===== config.mk =====
export PLATFORM = sky130hd
export DESIGN_NAME = resp_misr_collector
export DESIGN_NICKNAME = d
export VERILOG_FILES = /design/src/rtl/fuzz_harness_pkg.sv /design/src/rtl/misr_step.sv /design/src/rtl/resp_misr_collector.sv
export SDC_FILE = /design/constraint.sdc
export NUM_CORES = 1
export LEC_CHECK = 0
export BUFFER_PORTS_ARGS = -buffer_cell sky130_fd_sc_hd__buf_2
export CORE_MARGIN = 4
export CORE_UTILIZATION = 25
export CTS_BUF_LIST = sky130_fd_sc_hd__clkbuf_8
export DETAILED_ROUTE_END_ITERATION = 10
export MAX_ROUTING_LAYER = met4
export PLACE_DENSITY = 0.42
export SYNTH_ARGS = -nofsm -noshare
export SYNTH_HDL_FRONTEND = slang
export SYNTH_SLANG_ARGS = --single-unit

===== constraint.sdc =====
create_clock -name clk -period 3.2 [get_ports clk]
set_clock_uncertainty 0.15 [all_clocks]
set_input_delay 0.96 -clock clk [delete_from_list [all_inputs] [get_ports clk]]
set_output_delay 0.96 -clock clk [all_outputs]
set_load 0.1 [all_outputs]

===== src/rtl/fuzz_harness_pkg.sv =====
// Shared types and defaults for the fuzz-harness response path.
// Used by the MISR collector and the stimulus-side LFSR.
package fuzz_harness_pkg;

  localparam int          SIG_W_DEF = 16;
  localparam int          LEN_W_DEF = 8;
  localparam logic [15:0] POLY_DEF  = 16'hB400;
  localparam logic [15:0] SEED_DEF  = 16'h0000;

  typedef enum logic [1:0] {
    S_IDLE    = 2'd0,
    S_WARMUP  = 2'd1,
    S_CAPTURE = 2'd2,
    S_DONE    = 2'd3
  } state_e;

endpackage


===== src/rtl/misr_step.sv =====
// One Galois MISR/LFSR step: shift right, fold feedback by POLY,
// then inject the serial input bit at the MSB.
module misr_step
  import fuzz_harness_pkg::*;
#(
  parameter int               SIG_W = SIG_W_DEF,
  parameter logic [SIG_W-1:0] POLY  = SIG_W'(POLY_DEF)
) (
  input  logic [SIG_W-1:0] sig_i,
  input  logic             y_i,
  output logic [SIG_W-1:0] nxt_o
);

  always_comb begin
    nxt_o = (sig_i >> 1) ^ (sig_i[0] ? POLY : '0);
    nxt_o[SIG_W-1] = nxt_o[SIG_W-1] ^ y_i;
  end

endmodule


===== src/rtl/resp_misr_collector.sv =====
// Skips a warm-up, compresses a window of DUT samples into a MISR
// signature plus ones-count, and hands it out via valid/ack.
module resp_misr_collector
  import fuzz_harness_pkg::*;
#(
  parameter int               SIG_W  = SIG_W_DEF,
  parameter logic [SIG_W-1:0] POLY   = SIG_W'(POLY_DEF),
  parameter logic [SIG_W-1:0] SEED   = SIG_W'(SEED_DEF),
  parameter int               LEN_W  = LEN_W_DEF,
  parameter int               WARMUP = 2
) (
  input  logic             clk,
  input  logic             rst,
  input  logic             start,
  input  logic [LEN_W-1:0] win_len,
  input  logic             y_in,
  input  logic [SIG_W-1:0] exp_sig,
  output logic             busy,
  output logic [SIG_W-1:0] sig,
  output logic [LEN_W-1:0] ones,
  output logic             sig_valid,
  input  logic             sig_ack,
  output logic             sig_match
);

  // Last warm-up count; only meaningful when WARMUP > 0.
  localparam logic [LEN_W-1:0] WU_LAST = LEN_W'(WARMUP - 1);

  state_e           state_q, state_d;
  logic [LEN_W-1:0] cnt_q, cnt_d;
  logic [LEN_W-1:0] len_q, len_d;
  logic [SIG_W-1:0] sig_q, sig_d;
  logic [LEN_W-1:0] ones_q, ones_d;
  logic [SIG_W-1:0] sig_nxt;

  misr_step #(
    .SIG_W (SIG_W),
    .POLY  (POLY)
  ) u_step (
    .sig_i (sig_q),
    .y_i   (y_in),
    .nxt_o (sig_nxt)
  );

  always_ff @(posedge clk) begin
    if (rst) begin
      state_q <= S_IDLE;
      cnt_q   <= '0;
      len_q   <= '0;
      sig_q   <= SEED;
      ones_q  <= '0;
    end else begin
      state_q <= state_d;
      cnt_q   <= cnt_d;
      len_q   <= len_d;
      sig_q   <= sig_d;
      ones_q  <= ones_d;
    end
  end

  always_comb begin
    state_d = state_q;
    cnt_d   = cnt_q;
    len_d   = len_q;
    sig_d   = sig_q;
    ones_d  = ones_q;
    unique case (state_q)
      S_IDLE: begin
        if (start) begin
          len_d  = win_len;
          sig_d  = SEED;
          ones_d = '0;
          cnt_d  = '0;
          if (WARMUP > 0)
            state_d = S_WARMUP;
          else if (win_len != '0)
            state_d = S_CAPTURE;
          else
            state_d = S_DONE;
        end
      end
      S_WARMUP: begin
        if (cnt_q == WU_LAST) begin
          cnt_d   = '0;
          state_d = (len_q == '0) ? S_DONE : S_CAPTURE;
        end else begin
          cnt_d = cnt_q + 1'b1;
        end
      end
      S_CAPTURE: begin
        sig_d  = sig_nxt;
        ones_d = ones_q + LEN_W'(y_in);
        // len_q is nonzero here, so len_q-1 cannot wrap.
        if (cnt_q == len_q - 1'b1) begin
          cnt_d   = '0;
          state_d = S_DONE;
        end else begin
          cnt_d = cnt_q + 1'b1;
        end
      end
      S_DONE: begin
        if (sig_ack)
          state_d = S_IDLE;
      end
      default: state_d = S_IDLE;
    endcase
  end

  always_comb begin
    busy      = (state_q != S_IDLE);
    sig_valid = (state_q == S_DONE);
    sig_match = sig_valid && (sig_q == exp_sig);
  end

  assign sig  = sig_q;
  assign ones = ones_q;

endmodule

After elaboration in Yosys (flattened, before gate mapping). Index checks and enable logic that the tools add are counted. W data, S select, Z words.

Add/subtract/negate cells: 3. Equal/unequal tests: 10. Muxes and demuxes: 14. Bitwise gates (word level): 2. Reductions and logical operators: 10.

Operators with widths (count): $mux W16 (2); $pmux W16 S2 (1); $mux W8 (3); $pmux W8 S3 (1); $eq A16 B16 Y1 (1); $pmux W8 S2 (1); $xor A15 B16 Y16 (1); $add A8 B1 Y8 (1); $add A8 B1 Y8 const B (1); $eq A8 B1 Y1 const B (1); $eq A8 B8 Y1 (1); $logic_not A8 Y1 (1); $mux W2 (4); $pmux W2 S4 (1); $sub A8 B1 Y8 const B (1); $ne A2 B2 Y1 const B (3); $reduce_and A2 Y1 (3); $eq A2 B2 Y1 const B (2); $reduce_and A4 Y1 (1); $reduce_bool A2 Y1 (2); $reduce_bool A3 Y1 (1); $eq A2 B1 Y1 const B (1); $logic_not A2 Y1 (1); $ne A2 B1 Y1 const B (1); other kinds (3) (3).

Flip-flop bits (word level): 42. Input bits: 29. Output and inout bits: 27. Logic and storage cells: 44.

Depth between registers and ports, before layout. Gate-level depths: netlist of the first run.

Depth in word-level cells: 4. Gate-level depth with buffers: 10. Depth with buffers taken out: 9.

Modules after synthesis. From an unflattened synthesis of the first run, not the netlist that was laid out.

Cell total of the unflattened synthesis: 287. Area, all modules: 2436.1 um^2.

Modules (own cells, without submodules): resp_misr_collector (times used 1, cells each 271, area each 2311.0 um^2, sequential area each 840.8 um^2); misr_step (times used 1, cells each 16, area each 125.1 um^2, sequential area each 0.0 um^2).

Least setup slack after synthesis of the first run. No wires, ideal clock.

Path type: reg2out. From: register sig_q[0] (netlist: sig[0]). To: output port sig_match. Data arrival time: 3.814 ns. Slack: -1.724 ns. Stages on the path, launching flop included: 6. Cell sequence: dfxtp_1 -> clkbuf_1 -> xor2_1 -> nor4_1 -> nand4_1 -> nor3_1.

Cells in the longest elaborated chain, start to end: 2.

RTL lines: start, declared (line resp_misr_collector.sv:32) `logic [SIG_W-1:0] sig_q, sig_d;`; start signal, assigned (line resp_misr_collector.sv:56) `sig_q <= sig_d;`; $eq A16 B16 Y1 (line resp_misr_collector.sv:112) `sig_match = sig_valid && (sig_q == exp_sig);`; $logic_and A1 B1 Y1 (line resp_misr_collector.sv:112); end, declared (line resp_misr_collector.sv:23) `output logic sig_match`.

Every way passes these cells.

Worst setup path after layout of the first run.
From: input port exp_sig[4]. To: output port sig_match.

Cells in the longest elaborated chain, start to end: 2.

RTL lines: start, declared (line resp_misr_collector.sv:17) `input logic [SIG_W-1:0] exp_sig,`; $eq A16 B16 Y1 (line resp_misr_collector.sv:112); $logic_and A1 B1 Y1 (line resp_misr_collector.sv:112).

Every way passes these cells.

==> metrics.txt, run 1 <==
Metal-1 WL a little over 3000 microns; critical path data required time 2.09 ns; routed len/inst 13.6 microns; min cycle time layout roughly 3.3 ns; largest family of logic cells by synthesized area simple AND/OR/NAND/NOR gates; setup TNS -0.0739 ns; Vias 2121; PD cells 552 mW/mm^2; post-CTS setup buffers 0; CTS Buf Count 5; Top Metal Used met4; CTS hold repair buffers 0; post-synthesis cell type count 49; vias in the first global route 2183; met3 wire len ~240 microns; Pre-Repair DR Iteration Count 6; total die area 0.0115 sq mm; Fmax 305 MHz; final worst slack -0.0739 ns; largest net degree at the start of global routing 19; Slowest Stage Delay on Critical Path about 0.26 ns; ys flop type dfxtp_1; Root Buffer clkbuf_8; CP startpoint exp_sig[4]; Mean Syn Cell Area slightly below 9 sq um; normalized max-slew margin 0.537; fill cell count 1029; Max clock buf depth 2; Post-route DRC 0; post-synthesis adder-cell area fraction 0.0560; Antenna Diode Count 0; # clock sinks 42; area of the core 0.00942 sq mm; xor and xnor fraction of the mapped netlist area 0.140; ranking of synthesized cells by area dfxtp_1 (34%), xor2_1 (11%), ha_1 (5.6%); Critical path destination sig_match; Iteration-0 DRC Markers 73; Clock transition at path regs approximately 0.080 ns; global-route usage over all layers 0.115; Synth Register Bits 42; Util after Layout 0.318; CP delay by family, top simple AND/OR/NAND/NOR gates; Synthesis Warnings 0; failing checks negative setup slack; ys async rst share 0; first-pass GRT wire length 10500 microns; Levels on crit path 6; final wirelength roughly 6300 microns; Critical R2R Launch len_q[0]; Slew @ Worst Pin 0.694 ns; LEAKAGE 0.00126 uW; combinational share of power 0.417; row cnt 35; initial core utilization 0.261; H-tree depth 2; Avg Vias per Cell roughly 4.6; r2r endpoint cnt_q[2]; Switch Pwr 720 uW; Peak supply drop 0.177 mV; Slew Limit Fails 0; Crit Path Class input port to output port; synthesis-to-finish area growth 22.0%; CTS tree done; sw frac 0.435; share of cells above drive strength 1 0.263; crit path max fanout 1; Syn Nets 324; CP startpoint kind input port; Synth area leader dfxtp_1; Worst R2R Setup Slack 0.64 ns; commonest non-fill, non-tap cell in the layout buf_2; RSZ-0062 raised after global routing yes; status finished, violations left; length of routed met2 wiring around 3000 microns; Internal around 940 uW; io pins between 50 and 60; reg2reg path depth 9; register area share after synthesis 0.342; initial antenna violation count 0; Synth top area share 0.342; fin nets 373; worst-path cell chain buf_2 > xor2_1 > nor4_1 > nand4_1 > nor3_4 > buf_12; dpl hpwl roughly 4700 microns; I/O Buffers 55; Hold Crit Class flip-flop to flip-flop; Clock Latency Late Sink 0.29 ns; Final Setup Violations 1; Worst Path Arrival 2.16 ns; most frequent cells in the layout buf_2 (49), dfxtp_1 (36), nor2_1 (33); chip height roughly 110 microns; EDFF count, synth 0; Clock Power Share 0.213; Crit path buffers/inverters 2; max-cap viol count 0; Post-Synth Simple-Gate Area 0.233; Crit. End Element output port; global-route congestion overflow total 0; final period utilization 1.02; Final Wtd Congestion 0.755; ANT nets after route 0; synthesized instance count ~280; sequential share of power 0.370; Synth Cell Area 0.00246 sq mm; Crit-path slowest cell nor4_1; Final Hold Violating Endpoints 0; die width 107 microns; mux cell area share after synthesis 0; post-synthesis compound-gate area fraction 0.178
==> synthesized netlist by cell type, types with 2 or more instances <==
cell type / n
nand2b_1: 2
xnor2_1: 5
buf_4: 2
buf_6: 2
o22ai_1: 2
nand3_1: 11
a22oi_1: 18
o311ai_2: 4
nand2_1: 32
inv_1: 12
xor2_1: 31
nor4b_1: 3
clkbuf_1: 9
dfxtp_1: 42
a41oi_1: 2
and3_1: 2
or2_2: 2
and2_1: 3
o21ai_0: 2
nor4_1: 3
a21oi_1: 11
nand4b_1: 3
nand4_1: 6
a32oi_1: 2
nor2_1: 33
ha_1: 11
nor3_1: 7
==> routing by layer <==
metal / global-route usage / vias to the layer above
met4: 0.0219 / 0
met2: 0.188 / 46
met5: - / -
li1: - / 1088
met1: 0.148 / 985
met3: 0.0253 / 2
==> worst min-delay path by stage <==
| stage | startpoint | to | slack, ns | cells past startpoint |
|---|---|---|---|---|
| 3_3_place_gp | ones[7] | ones[7] | 0.34 | 2 |
| 2_1_floorplan | len_q[1] | len_q[1] | 0.31 | 2 |
| 6_report | len_q[1] | len_q[1] | 0.36 | 2 |
| 4_1_cts | len_q[1] | len_q[1] | 0.37 | 2 |
| 3_5_place_dp | len_q[1] | len_q[1] | 0.35 | 2 |
| 5_1_grt | len_q[1] | len_q[1] | 0.39 | 2 |
==> registers in the layout (all words and copies together), names as in the netlist <==
signal and count:
cnt_q 8, len_q 8, ones 8, sig 16, state_q 2
==> through the flow <==
step	area, sq um	instances	setup slack, ns	power (uW)	hold slack [ns]
final	3000	463	-0.0739	1660	0.356
after global routing	3000	463	-0.155	1780	0.390
after CTS	2980	463	-0.124	1690	0.366
after detailed placement	2860	455	-0.128	1320	0.351
after global placement	2860	455	-0.107	1310	0.339
after floorplan	2470	284	-0.274	1170	0.313
==> cells by family (layout without fill, tap and decap cells) <==
logic type / count (synthesis) / count (layout)
and+or+nand+nor: 113 / 113
AOI/OAI and AO/OA: 54 / 54
DFF: 42 / 42
xor gates and xnor gates: 37 / 37
buffers and inverters: 27 / 77
adders and majority gates: 11 / 11
==> worst reg2reg max path: stages, from the launching register on <==
cell and delay [ns]:
dfxtp_1 0.42, inv_1 0.07, ha_1 0.31, o21ba_1 0.21, a221oi_1 0.28, a41oi_1 0.09, nor3_2 0.32, o211ai_4 0.24
a41oi_1 0.27, o22ai_1 0.10
==> area by class of cell <==
type,count,area [sq um],share of cell area
Clock buffer,5,68.8,0.0230
Clock inverter,3,21.3,0.00710
Inverter,12,45.0,0.0150
Multi-Input combinational cell,215,1520,0.506
Sequential cell,42,848,0.283
Tap cell,129,161,0.0539
Timing Repair Buffer,57,337,0.112
==> repair_timing <==
action / CTS / global route
endpoints found under the hold margin: 0 / 0
pin swaps: 3 / 1
resized for setup: 4 / 3
gates cloned: 0 / 0
endpoints found under the setup margin: 1 / 1
==> power groups by stage <==
| stage | Combinational [uW] | Sequential (uW) | Clock (uW) |
|---|---|---|---|
| 2_1_floorplan | 541 | 630 | 0 |
| 3_3_place_gp | 688 | 626 | 0 |
| 3_5_place_dp | 693 | 626 | 0 |
| 4_1_cts | 701 | 614 | 373 |
| 5_1_grt | 775 | 620 | 388 |
| 6_report | 691 | 612 | 352 |
Power figures use the tool's default switching activity.
==> run 2, diff against run 1 <==
Settings changed: CORE_MARGIN 4 to default, MAX_ROUTING_LAYER met4 to default, SKIP_CTS_REPAIR_TIMING from default to 1.
==> metrics.txt, run 2 (synthesis gave the netlist of run 1 again) <==
status finished, violations left (unchanged); failing checks negative setup slack (unchanged); Hold Crit Class flip-flop to flip-flop (unchanged); multi-input logic area 0.00151 sq mm (was 0.00152 sq mm); I/O Buffers 55 (unchanged); total die area 0.0102 sq mm (was 0.0115 sq mm); vias in the first global route 2083 (was 2183); RSZ-0062 raised after global routing yes (unchanged); register area 848 sq um (unchanged); io pins 56 (unchanged); final period utilization 1.03 (was 1.02); Clock transition at path regs 0.08 ns (about the same); Peak supply drop 0.193 mV (was 0.177 mV); Final Setup Violations 1 (unchanged); crit path max fanout 1 (unchanged); critical path data required time 2.09 ns (about the same); hold depth 2 (unchanged); fin nets 374 (was 373); worst hold start len_q[1] (unchanged); Critical R2R Launch len_q[0] (unchanged); Pre-Repair DR Iteration Count 4 (was 6); commonest non-fill, non-tap cell in the layout buf_2 (unchanged); synthesis-to-finish area growth 20.9% (was 22.0%); Final Hold Violating Endpoints 0 (unchanged); Post-Place Worst Slack -0.136 ns (was -0.128 ns); most frequent cells in the layout buf_2 (53), dfxtp_1 (36), nor2_1 (33) (was buf_2 (49), dfxtp_1 (36), nor2_1 (33)); min cycle time layout 3.28 ns (was 3.27 ns); Max clock buf depth 2 (unchanged); final wirelength 6140 microns (was 6290 microns); PD cells 557 mW/mm^2 (was 552 mW/mm^2); Crit path buffers/inverters 2 (unchanged); initial core utilization 0.262 (was 0.261); # clock sinks 42 (unchanged); routed len/inst 13.2 microns (was 13.6 microns); Slew @ Worst Pin 0.697 ns (was 0.694 ns); Slowest Stage Delay on Critical Path 0.28 ns (was 0.26 ns); Util after Layout 0.317 (was 0.318); r2r endpoint cnt_q[2] (unchanged); CP delay by family, top simple AND/OR/NAND/NOR gates (unchanged); Fmax 305 MHz (about the same); share of cells above drive strength 1 0.260 (was 0.263); Post-Layout Cell Count 464 (was 463); CTS Buf Count 5 (unchanged); Worst R2R Setup Slack 0.65 ns (was 0.64 ns); Crit-path slowest cell nor4_1 (unchanged); area of the core 0.00937 sq mm (was 0.00942 sq mm); ANT nets after route 0 (unchanged); dpl hpwl 4530 microns (was 4710 microns); normalized max-slew margin 0.536 (was 0.537); row cnt 35 (unchanged); max-cap viol count 0 (unchanged); die width 101 microns (was 107 microns); LEAKAGE 0.00126 uW (about the same); Crit Path Class input port to output port (unchanged); Min-Delay Endpoint len_q[1] (unchanged); Slew Limit Fails 0 (unchanged); initial antenna violation count 0 (unchanged); CTS tree done (unchanged); Inst Count DP 456 (was 455); Antenna Diode Count 0 (unchanged); largest net degree at the start of global routing 21 (was 19); total power draw 1650 uW (was 1660 uW); max FFs per register 16 (unchanged); final worst slack -0.0814 ns (was -0.0739 ns); reg2reg path depth 9 (unchanged); H-tree depth 2 (unchanged); Worst Path Arrival 2.17 ns (was 2.16 ns); CP startpoint kind input port (unchanged); global-route usage over all layers 0.126 (was 0.115); Crit. End Element output port (unchanged); first-pass GRT wire length 10200 microns (was 10500 microns); global-route congestion overflow total 0 (unchanged); Final Wtd Congestion 0.785 (was 0.755); chip height 101 microns (was 107 microns); Avg Vias per Cell 4.59 (was 4.58); worst-path cell chain buf_2 > xor2_1 > nor4_1 > nand4_1 > nor3_4 > buf_12 (unchanged); Post-route DRC 0 (unchanged); Iteration-0 DRC Markers 63 (was 73); Root Buffer clkbuf_8 (unchanged); Vias 2129 (was 2121); fill cell count 1050 (was 1029); Clock Latency Late Sink 0.29 ns (about the same)
[run 2: how the worst max path moves through the flow]
stage | from | endpoint | slack (ns) | cells past startpoint
2_1_floorplan | exp_sig[14] | sig_match | -0.27 | 4
3_3_place_gp | exp_sig[14] | sig_match | -0.11 | 6
3_5_place_dp | exp_sig[10] | sig_match | -0.14 | 6
4_1_cts | exp_sig[10] | sig_match | -0.14 | 6
5_1_grt | exp_sig[11] | sig_match | -0.17 | 6
6_report | exp_sig[10] | sig_match | -0.08 | 6
[run 2: layout make-up]
| cell class | instances | share of cell area |
|---|---|---|
| well taps | 129 | 0.0544 |
| multi-input cells | 215 | 0.508 |
| repair buffers | 58 | 0.107 |
| clock inverters | 3 | 0.00590 |
| clock buffers | 5 | 0.0232 |
| flip-flops and latches | 42 | 0.286 |
| inverters | 12 | 0.0152 |
[run 2: per-stage QoR]
| step | hold WS (ns) | area (sq um) | TNS (ns) |
|---|---|---|---|
| after CTS | 0.354 | 2960 | -0.136 |
| after global placement | 0.340 | 2870 | -0.111 |
| after global routing | 0.376 | 2970 | -0.171 |
| after detailed placement | 0.341 | 2870 | -0.136 |
| final | 0.349 | 2970 | -0.0814 |
| after floorplan | 0.313 | 2470 | -0.274 |
[run 2: worst register-to-register path, stage by stage, from the launching register on]
cell,delay [ns]
dfxtp_1,0.42
inv_1,0.07
ha_1,0.31
o21ba_1,0.21
a221oi_1,0.28
a41oi_1,0.08
nor3_2,0.32
o211ai_4,0.23
a41oi_1,0.26
o22ai_1,0.10
[run 2: power by group]
| group | total [uW] | internal, uW | leakage, uW | switching, uW |
|---|---|---|---|---|
| combinational | 694 | 228 | 0.000871 | 465 |
| clock | 348 | 151 | 0.0000493 | 197 |
| sequential | 613 | 557 | 0.000343 | 55.4 |
[run 2: per-layer routing]
layer | vias up | wire (microns) | global-route usage
met5 | - | 0 | 0
met4 | 0 | 38 | 0.0334
met3 | 4 | 237 | 0.0236
met2 | 48 | 2830 | 0.207
met1 | 988 | 3040 | 0.169
li1 | 1089 | - | -
